[src/rtl/checked_delay_pipe.sv]
// Stallable, flushable WIDTH x DEPTH register pipeline with valid bits and an occupancy count.
// Define CHECKED_DELAY_PIPE_SVA_EN to embed latency/integrity assertions (no effect on function).
module checked_delay_pipe #(
  parameter int unsigned      WIDTH       = 8,
  parameter int unsigned      DEPTH       = 2,
  parameter logic [WIDTH-1:0] RESET_VALUE = '0
) (
  input  logic                       CLK,
  input  logic                       ASYNCRESETN,
  input  logic [WIDTH-1:0]           I,
  input  logic                       I_valid,
  input  logic                       CE,
  input  logic                       FLUSH,
  output logic [WIDTH-1:0]           O,
  output logic                       O_valid,
  output logic [$clog2(DEPTH+1)-1:0] occupancy
);

  localparam int unsigned OccW = $clog2(DEPTH + 1);

  logic [WIDTH-1:0] data_q  [DEPTH];
  logic [WIDTH-1:0] data_d  [DEPTH];
  logic [DEPTH-1:0] valid_q, valid_d;
  logic [OccW-1:0]  occ_q, occ_d;

  always_comb begin
    data_d  = data_q;
    valid_d = valid_q;
    occ_d   = occ_q;

    // Data moves on CE even during a flush; only the valid bits are cleared.
    if (CE) begin
      data_d[0] = I;
      for (int unsigned k = 1; k < DEPTH; k++) begin
        data_d[k] = data_q[k-1];
      end
    end

    if (FLUSH) begin
      valid_d = '0;
      occ_d   = '0;
    end else if (CE) begin
      valid_d[0] = I_valid;
      for (int unsigned k = 1; k < DEPTH; k++) begin
        valid_d[k] = valid_q[k-1];
      end
      occ_d = occ_q + OccW'(I_valid) - OccW'(valid_q[DEPTH-1]);
    end
  end

  always_ff @(posedge CLK or negedge ASYNCRESETN) begin
    if (!ASYNCRESETN) begin
      for (int unsigned k = 0; k < DEPTH; k++) begin
        data_q[k] <= RESET_VALUE;
      end
      valid_q <= '0;
      occ_q   <= '0;
    end else begin
      data_q  <= data_d;
      valid_q <= valid_d;
      occ_q   <= occ_d;
    end
  end

  assign O         = data_q[DEPTH-1];
  assign O_valid   = valid_q[DEPTH-1];
  assign occupancy = occ_q;

`ifdef CHECKED_DELAY_PIPE_SVA_EN
  // Consecutive enabled, non-flushing edges, saturating at DEPTH.
  logic [OccW-1:0] run_q;

  always_ff @(posedge CLK or negedge ASYNCRESETN) begin
    if (!ASYNCRESETN) begin
      run_q <= '0;
    end else if (FLUSH || !CE) begin
      run_q <= '0;
    end else if (run_q != OccW'(DEPTH)) begin
      run_q <= run_q + OccW'(1);
    end
  end

  a_occ_popcount: assert property (@(posedge CLK) disable iff (!ASYNCRESETN)
    occ_q == OccW'($countones(valid_q)))
    else $error("a_occ_popcount: occupancy differs from popcount(valid)");

  a_occ_bound: assert property (@(posedge CLK) disable iff (!ASYNCRESETN)
    occ_q <= OccW'(DEPTH))
    else $error("a_occ_bound: occupancy exceeds DEPTH");

  a_flush_empties: assert property (@(posedge CLK) disable iff (!ASYNCRESETN)
    FLUSH |=> (occ_q == '0) && !O_valid)
    else $error("a_flush_empties: pipe not empty after FLUSH");

  a_stall_holds: assert property (@(posedge CLK) disable iff (!ASYNCRESETN)
    (!CE && !FLUSH) |=> $stable(O) && $stable(O_valid) && $stable(occ_q))
    else $error("a_stall_holds: outputs changed while stalled");

  a_latency_data: assert property (@(posedge CLK) disable iff (!ASYNCRESETN)
    (run_q == OccW'(DEPTH) && $past(I_valid, DEPTH)) |-> (O_valid && O == $past(I, DEPTH)))
    else $error("a_latency_data: word did not emerge intact after DEPTH enabled edges");
`endif

endmodule
[config.mk]
export PLATFORM = sky130hd
export DESIGN_NAME = checked_delay_pipe
export DESIGN_NICKNAME = d
export VERILOG_FILES = /design/src/rtl/checked_delay_pipe.sv
export SDC_FILE = /design/constraint.sdc
export NUM_CORES = 1
export LEC_CHECK = 0
export BUFFER_PORTS_ARGS = -buffer_cell sky130_fd_sc_hd__buf_2
export CORE_MARGIN = 1
export CORE_UTILIZATION = 44
export CTS_BUF_LIST = sky130_fd_sc_hd__clkbuf_16
export CTS_CLUSTER_SIZE = 10
export DETAILED_ROUTE_END_ITERATION = 7
export PLACE_DENSITY = 0.68
export SYNTH_ARGS = -nofsm -noshare
export SYNTH_HDL_FRONTEND = slang
export SYNTH_SLANG_ARGS = --single-unit
export TNS_END_PERCENT = 100
[constraint.sdc]
create_clock -name CLK -period 1.25 [get_ports CLK]
set_input_delay 0.25 -clock CLK [delete_from_list [all_inputs] [get_ports CLK]]
set_output_delay 0.25 -clock CLK [all_outputs]
set_load 0.1 [all_outputs]
==> metrics, run 1 <==
status=finished, violations left; failing checks=setup timing; n_diodes=0; Mapped Cells=61; Worst path top cell family by delay=flip-flops; Netlist Area Pre-Place=869.6 um2; Via Count=516; RSZ-0062 raised after global routing=true; Worst-Skew Late Latency=250 ps; top cells by area, synth=dfrtp_1 58%, mux2_2 21%, buf_4 6.9%; Final setup viols=4; DR iter-0 viols=8; Wirelength per Cell=14.70 um; Final Max Tran Viols=0; clock buffer depth=2; first-pass GRT wire length=2546 um; CP arrival=1240 ps; root buf cell=clkbuf_16; Least-Margin Pin Slew=435.6 ps; WP buf/inv=4; flops & latches, synth=20; CP required=1000 ps; Non-Filler Cell Area, Final=0.001310 mm2; Core ar.=0.001783 mm2; VDD IR-drop max=1.095 mV; die area=0.002158 mm2; Tot Pwr=2.178 mW; Hold WS=220.0 ps; Die Ht=46.46 um; CP cell instances=buf_6, buf_6, buf_6, buf_12; Crit path largest cell delay=490 ps; most frequent CP cell=buf_6; CP Capture Type=output port; via/cell ratio=4.734; Syn Nets=76; Detailed Place HPWL=971.8 um; HP Class=input port to flip-flop; fin cells=109; Routed WL=1602 um; IO Pins=24; share of layout cells above drive strength 1=66.67%; GRT overflow=0; leading area contributor after synthesis=dfrtp_1; Worst-path clk slew=60 ps; DR DRC count=0; Worst R2R End=occupancy[1]; Synth top area share=57.55%; overall routing resource usage=17.88%; vias in the first global route=575; die width=46.46 um; Hold Crit Endpoint=occupancy[0]; Initial Utilization=48.77%; maxcap violations=0; initial antenna violation count=0; largest net degree at the start of global routing=21; Avg Inst Size Synth=14.26 um2; CTS sink cnt=20; Routed Antenna Nets=0; worst flop-to-flop path startpoint=valid_q[1]; CP startpoint kind=flip-flop; R2R cell count=6; max_slew headroom=70.96%; Hold Fails Final Rpt=0; final worst slack=-236.0 ps; R2R setup slack=-230 ps; min cycle time layout=1486 ps; slowest CP cell=dfrtp_4; drt first pass iters=3; Worst Hold Launch=FLUSH; CTS tree=done; Synthesis Warnings=0; placed cells=102; CP max FO=2; Placed Area=0.001166 mm2; sequential element share of the synthesized area=57.55%; max frequency=672.9 MHz; Max H-tree Level=1; crit share post-route=118.9%; Netlist cell types=12; row count=15; Worst Skew=2.911 ps; net total in the final layout=100; hold path depth=2; Area Growth Syn to Fin=50.65%; P_leak=0.5868 nW; quantity of I/O buffers inserted on ports=23; number of buffers created by CTS=3; WS Path Type=flip-flop to output port; PwrDens=1663 mW/mm2; routability cong.=0.5676
==> synth_stat cells, drive strengths merged <==
library cell / count
dfrtp: 20
mux2: 16
buf: 10
nor2: 4
mux2i: 3
ha: 2
inv: 2
a21oi: 1
a31o: 1
nand2b: 1
xor2: 1
==> timing repair <==
action / 4_1_cts / 5_1_grt
hold endpoints to repair: 20 / 0
hold buffers: 1 / 0
endpoints found under the setup margin: 4 / 4
gates cloned: 0 / 0
buffers inserted: 1 / 1
gates resized for setup: 3 / 5
pin swaps: 4 / 0
==> layer usage <==
metal / vias to the layer above / GRT usage [%] / part of all wire [%]
li1: 243 / - / -
met1: 256 / 22.16 / 42
met2: 15 / 28.06 / 53
met3: 2 / 4.314 / 4.2
met4: 0 / 10.59 / 0.50
met5: - / 0 / 0
==> logic make-up (layout without fill, tap and decap cells) <==
kind of cell | Yosys count | in the layout | synth area share (%)
adders and majority gates | 2 | 2 | 2.877
AOI/OAI and AO/OA | 2 | 2 | 1.582
buffers and inverters | 12 | 35 | 10.36
and+or+nand+nor | 5 | 5 | 2.446
xor gates and xnor gates | 1 | 1 | 1.007
DFF | 20 | 20 | 57.55
muxes | 19 | 19 | 24.17
==> registers in the layout (all words and copies together) (netlist names) <==
register and cells:
O 8, data_q 8, occupancy 2, valid_q 2
==> layout by cell type, fill, tap and decap left out <==
master         instances
a21oi_2                1
a31o_1                 1
buf_12                12
buf_2                 12
buf_4                  1
buf_6                  3
clkbuf_16              3
clkinv_1               1
dfrtp_1               18
dfrtp_4                2
dlygate4sd3_1          1
ha_4                   2
inv_2                  1
inv_4                  1
mux2_2                16
mux2i_1                2
mux2i_2                1
nand2b_1               1
nor2_1                 4
xor2_4                 1
==> worst register-to-register path, stage by stage, from the launching register on <==
cell and delay, ps:
dfrtp_4 490, ha_4 270, inv_2 40, ha_4 160
xor2_4 150, a21oi_2 70, a31o_1 180
==> cell type report <==
class | instances | area (um2)
Sequential cell | 20 | 508.0
Fill cell | 110 | 473.0
Timing Repair Buffer | 29 | 351.6
Multi-Input combinational cell | 29 | 330.3
Clock buffer | 3 | 75.07
Tap cell | 25 | 31.28
Inverter | 2 | 10.01
Clock inverter | 1 | 3.754
==> report_power, final <==
group	internal (mW)	total, mW	switching, mW	leakage, nW
Combinational	0.294	0.739	0.446	0.310
Clock	0.426	0.652	0.227	0.0385
Sequential	0.724	0.787	0.0625	0.238
==> metrics by stage <==
stage	utilization, %	setup TNS (ps)	setup WS, ps
final	73.47	-585.7	-236.0
after detailed placement	65.40	-283.2	-248.1
after CTS	71.58	-488.3	-198.3
after floorplan	-	-622.0	-402.5
after global placement	65.40	-223.5	-201.5
after global routing	73.47	-712.2	-273.9
==> worst max-delay path by stage <==
stage / from / end / slack (ps) / cells past startpoint
3_5_place_dp: valid_q[1] / occupancy[1] / -250 / 6
6_report: valid_q[1] / O_valid / -240 / 4
4_1_cts: valid_q[1] / occupancy[1] / -200 / 6
2_1_floorplan: occupancy[0] / occupancy[1] / -400 / 7
3_3_place_gp: valid_q[1] / occupancy[1] / -200 / 6
5_1_grt: valid_q[1] / occupancy[1] / -270 / 6
Power figures use the tool's default switching activity.
==> inputs of run 2 (changes only) <==
--- a/config.mk
+++ b/config.mk
@@ -7,11 +7,13 @@
 export LEC_CHECK = 0
 export BUFFER_PORTS_ARGS = -buffer_cell sky130_fd_sc_hd__buf_2
 export CORE_MARGIN = 1
-export CORE_UTILIZATION = 44
+export CORE_UTILIZATION = 35
 export CTS_BUF_LIST = sky130_fd_sc_hd__clkbuf_16
 export CTS_CLUSTER_SIZE = 10
 export DETAILED_ROUTE_END_ITERATION = 7
-export PLACE_DENSITY = 0.68
+export PLACE_DENSITY = 0.55
+export REMOVE_ABC_BUFFERS = 1
+export SLEW_MARGIN = 25
 export SYNTH_ARGS = -nofsm -noshare
 export SYNTH_HDL_FRONTEND = slang
 export SYNTH_SLANG_ARGS = --single-unit
==> run 2 against run 1 <==
  * The run still ends with setup timing left
  * First-iteration DRC count fell by 75%
  * Clock power fell by 4.8%
  * Routed wire length fell by 18%
  * Count of clock-buffer cells in the layout did not move
  * Sequential share of layout area rose by 0.91 points
  * Non-clock buffer count did not move
  * Cell count rose by 1.8%
  * Highest routed layer is now met3
==> metrics, run 2 (same netlist as run 1, synthesis figures left out) <==
first-pass GRT wire length=2208 um; NetSw=0.6916 mW; register area=500.5 um2; Least-Margin Pin Slew=437.1 ps; dpl ws=-188.1 ps; clock buffer depth=2; Initial Utilization=38.21%; CTS tree=done; WS Path Type=flip-flop to flip-flop; row count=17; RSZ-0062 raised after global routing=true; max frequency=711.6 MHz; share of layout cells above drive strength 1=60.24%; Non-Filler Cell Area, Final=0.001261 mm2; Multi-input gate area=299.0 um2; maxcap violations=0; Worst path depth=6; worst flop-to-flop path startpoint=valid_q[1]; fin cells=111; Die Ht=51.85 um; Placed Area=0.001137 mm2; slowest CP cell=dfrtp_1; Filler Cell Count=201; routability cong.=0.6101; drt first pass iters=2; failing checks=setup timing; Worst-Skew Late Latency=240 ps; Final setup viols=2; CP startpoint kind=flip-flop; Clock Power Share=29.3%; number of buffers created by CTS=3; Layout Utilization=55.42%; DR DRC count=0; P_leak=0.5869 nW; Area Growth Syn to Fin=45.04%; vias in the first global route=555; Worst R2R End=occupancy[1]; Final Max Tran Viols=0; net total in the final layout=100; beginning of the critical path=valid_q[1]; root buf cell=clkbuf_16; status=finished, violations left; Worst path top cell family by delay=adder cells; Internal=1.428 mW; Detailed Place HPWL=946.5 um; max_slew headroom=70.86%; die area=0.002688 mm2; Worst Hold Launch=FLUSH; CP Capture Type=flip-flop; Hold WS=210.7 ps; Sw Share=32.63%; quantity of I/O buffers inserted on ports=23; Hold Fails Final Rpt=0; CP max FO=2; Max H-tree Level=1; DR iter-0 viols=2; Worst-path clk slew=50 ps; Routed WL=1321 um; crit share post-route=112.4%; VDD IR-drop max=1.370 mV; Via Count=517; CP cell instances=ha_1, inv_2, ha_4, xor2_2, buf_4, a31o_1; largest net degree at the start of global routing=22; die width=51.85 um; HP Class=input port to flip-flop; Crit path largest cell delay=380 ps; initial antenna violation count=0; CTS sink cnt=20; GRT overflow=0; sequential power share=36.8%; R2R setup slack=-160 ps; Worst Skew=0.3612 ps; commonest non-fill, non-tap cells in the layout=20 x dfrtp_1, 16 x mux2_2, 12 x buf_2, 12 x buf_12, 4 x nor2_1; Wirelength per Cell=11.90 um; CP required=1380 ps; Routed Antenna Nets=0; min cycle time layout=1405 ps; final worst slack=-155.3 ps; CP arrival=1540 ps; WP buf/inv=2; IO Pins=24; via/cell ratio=4.658; overall routing resource usage=11.32%; crit path to=occupancy[1]; Comb pwr share=33.9%; R2R cell count=6; placed cells=105; PwrDens=1681 mW/mm2; Core ar.=0.002276 mm2; commonest non-fill, non-tap cell in the layout=dfrtp_1; n_diodes=0
[run 2: cell types whose count changed in the layout (fill, tap and decap cells not counted), moves of 2 or more]
| cell | delta |
|---|---|
| buf_4 | +2 |
| buf_6 | -2 |
| dfrtp_1 | +2 |
| dfrtp_4 | -2 |
[run 2: timing repair]
action                                 in CTS  in global routing
pin swaps                                   3                  5
gates resized for setup                     1                  4
endpoints found under the hold margin      20                  0
setup buffers                               1                  1
hold buffers                                1                  0
setup endpoints to repair                   2                  3
[run 2: stage by stage]
step	total power, mW	setup TNS (ps)
detailed placement	1.490	-191.4
global route	2.199	-340.1
finish	2.120	-170.3
global placement	1.480	-136.8
floorplan	1.189	-1477
CTS	2.134	-210.8
[run 2: cell type report]
cell class              instances  share of cell area [%]
clock buffers                   3                   5.952
inverters                       2                  0.5952
multi-input cells              29                   23.71
flip-flops and latches         20                   39.68
well taps                      28                   2.778
repair buffers                 29                   27.28
[run 2: worst register-to-register path, stage by stage (launching register included)]
cell	delay [ps]
dfrtp_1	380
ha_1	290
inv_2	50
ha_4	150
xor2_2	140
buf_4	130
a31o_1	160
[run 2: worst min-delay path by stage]
stage | end | cells past startpoint
after floorplan | O[0] | 0
final | occupancy[0] | 2
after CTS | occupancy[0] | 2
after detailed placement | data_q[11] | 1
after global routing | occupancy[0] | 2
after global placement | data_q[11] | 1
[run 2: power by group through the flow]
stage / sequential (mW) / combinational [mW] / clock [mW]
6_report: 0.780 / 0.719 / 0.621
5_1_grt: 0.790 / 0.747 / 0.663
4_1_cts: 0.781 / 0.708 / 0.644
3_5_place_dp: 0.792 / 0.698 / 0
3_3_place_gp: 0.787 / 0.693 / 0
2_1_floorplan: 1.10 / 0.0915 / 0
[run 2: layer usage]
layer | part of all wire, % | track usage, % | vias up
met5 | 0 | 0 | -
met4 | 0 | 4.054 | 0
met3 | 6.8 | 4.094 | 0
met2 | 54 | 20.51 | 16
met1 | 39 | 11.80 | 260
li1 | - | - | 241
==> inputs of run 3 (changes only) <==
--- a/config.mk
+++ b/config.mk
@@ -6,9 +6,9 @@
 export NUM_CORES = 1
 export LEC_CHECK = 0
 export BUFFER_PORTS_ARGS = -buffer_cell sky130_fd_sc_hd__buf_2
+export CORE_ASPECT_RATIO = 0.6
 export CORE_MARGIN = 1
 export CORE_UTILIZATION = 35
-export CTS_BUF_LIST = sky130_fd_sc_hd__clkbuf_16
 export CTS_CLUSTER_SIZE = 10
 export DETAILED_ROUTE_END_ITERATION = 7
 export PLACE_DENSITY = 0.55
==> run 3 against run 2 <==
  * The run still ends with setup timing left
  * Utilization shrank 0.24 points
  * Clock power decreased by 23%
  * First-iteration DRC count rose to 4.0 times the previous value
  * Fmax shrank 2.1%
  * Combinational power is essentially flat
  * Critical endpoint unchanged
  * Largest power group unchanged
==> metrics, run 3 (same netlist as run 1, synthesis figures left out) <==
status=finished, violations left; failing checks=setup timing; CTS tree=done; Hold Fails Final Rpt=0; CP Capture Type=flip-flop; Final setup viols=4; initial antenna violation count=0; CP arrival=1590 ps; Initial Utilization=38.46%; DR iter-0 viols=8; commonest non-fill, non-tap cells in the layout=20 x dfrtp_1, 16 x mux2_2, 12 x buf_2, 12 x buf_12; overall routing resource usage=12.88%; final worst slack=-185.1 ps; P_leak=0.5798 nW; Routed Antenna Nets=0; max frequency=696.8 MHz; Final Max Tran Viols=0; first-pass GRT wire length=2346 um; die width=66.35 um; quantity of I/O buffers inserted on ports=23; commonest non-fill, non-tap cell in the layout=dfrtp_1; HP Class=input port to flip-flop; net total in the final layout=100; routability cong.=0.6130; Worst Skew=4.384 ps; IO Pins=24; root buf cell=clkbuf_8; largest net degree at the start of global routing=22; Worst-path clk slew=70 ps; CP max FO=2; DR DRC count=0; Detailed Place HPWL=1001 um; die area=0.002694 mm2; row count=13; Wirelength per Cell=12.11 um; Die Ht=40.61 um; min cycle time layout=1435 ps; Max H-tree Level=1; WS Path Type=flip-flop to flip-flop; Area Growth Syn to Fin=43.45%; Least-Margin Pin Slew=443.2 ps; CP required=1400 ps; CTS sink cnt=20; Routed WL=1380 um; Core ar.=0.002261 mm2; maxcap violations=0; max_slew headroom=70.45%; hold path depth=2; crit share post-route=114.8%; dpl ws=-199.0 ps; via/cell ratio=4.535; share of layout cells above drive strength 1=60.71%; n_diodes=0; number of buffers created by CTS=3; drt first pass iters=3; R2R cell count=6; register area=500.5 um2; Placed Area=0.001140 mm2; Via Count=517; GRT overflow=0; Worst-Skew Late Latency=250 ps; Multi-input gate area=299.0 um2; vias in the first global route=515; Filler Cell Count=187; CP startpoint kind=flip-flop; VDD IR-drop max=0.8670 mV; RSZ-0062 raised after global routing=true; clock buffer depth=2; PwrDens=1585 mW/mm2; Non-Filler Cell Area, Final=0.001247 mm2
==> run 3: cell count changes in the layout (fill, tap and decap cells not counted) <==
cell,change
clkbuf_8,+4
clkbuf_16,-3
buf_4,-1
buf_6,+1
==> run 3: metal layers <==
layer | track usage, % | routed length, um | part of all wire [%]
met2 | 21.43 | 657 | 48
met3 | 6.111 | 122 | 8.8
met5 | 0 | 0 | 0
met4 | 4.787 | 0 | 0
met1 | 15.00 | 600 | 43
==> run 3: metrics by stage <==
stage                     total power [mW]  utilization, %  setup TNS [ps]  cells  hold WS [ps]
after floorplan                      1.189               -           -1477     51        -45.59
after global placement               1.481           50.42          -146.4    107         218.5
after detailed placement             1.491           50.42          -221.7    107         225.7
after CTS                            1.990           54.29          -322.4    114         208.8
after global routing                 2.072           55.17          -460.9    114         206.9
final                                1.978           55.17          -273.8    114         217.0
==> run 3: worst paths after layout <==
kind / startpoint / end / slack, ps
worst max-delay path: valid_q[1] / occupancy[1] / -190
worst min-delay path: FLUSH / occupancy[0] / 220
max in group asynchronous: ASYNCRESETN / data_q[13] / 470
worst min register to register: data_q[11] / O[3] / 500
worst max register to register: valid_q[1] / occupancy[1] / -190
min in group asynchronous: ASYNCRESETN / data_q[11] / 470
==> run 3: layout make-up <==
class / instances / share of cell area, %
Inverter: 2 / 0.6018
Clock buffer: 4 / 4.413
Multi-Input combinational cell: 29 / 23.97
Timing Repair Buffer: 29 / 27.88
Tap cell: 30 / 3.009
Sequential cell: 20 / 40.12
==> run 3: where the power goes <==
group | internal [mW] | leakage (nW) | switching (mW) | total [mW]
sequential | 0.720 | 0.241 | 0.0585 | 0.779
combinational | 0.286 | 0.310 | 0.434 | 0.720
clock | 0.280 | 0.0288 | 0.199 | 0.479
total | 1.29 | 0.580 | 0.692 | 1.98
==> run 3: worst max-delay path, stage by stage, from the launching register on <==
cell and delay (ps):
dfrtp_1 390, ha_1 310, inv_2 80, ha_4 140, xor2_2 150, a21oi_1 80, a31o_1 180
==> run 3: timing repair <==
| action | in CTS | in global routing |
|---|---|---|
| hold endpoints to repair | 20 | 0 |
| endpoints found under the setup margin | 2 | 4 |
| pin swaps | 3 | 4 |
| buffers inserted | 2 | 0 |
| gates cloned | 0 | 0 |
| resized for setup | 2 | 4 |
| hold buffers | 1 | 0 |
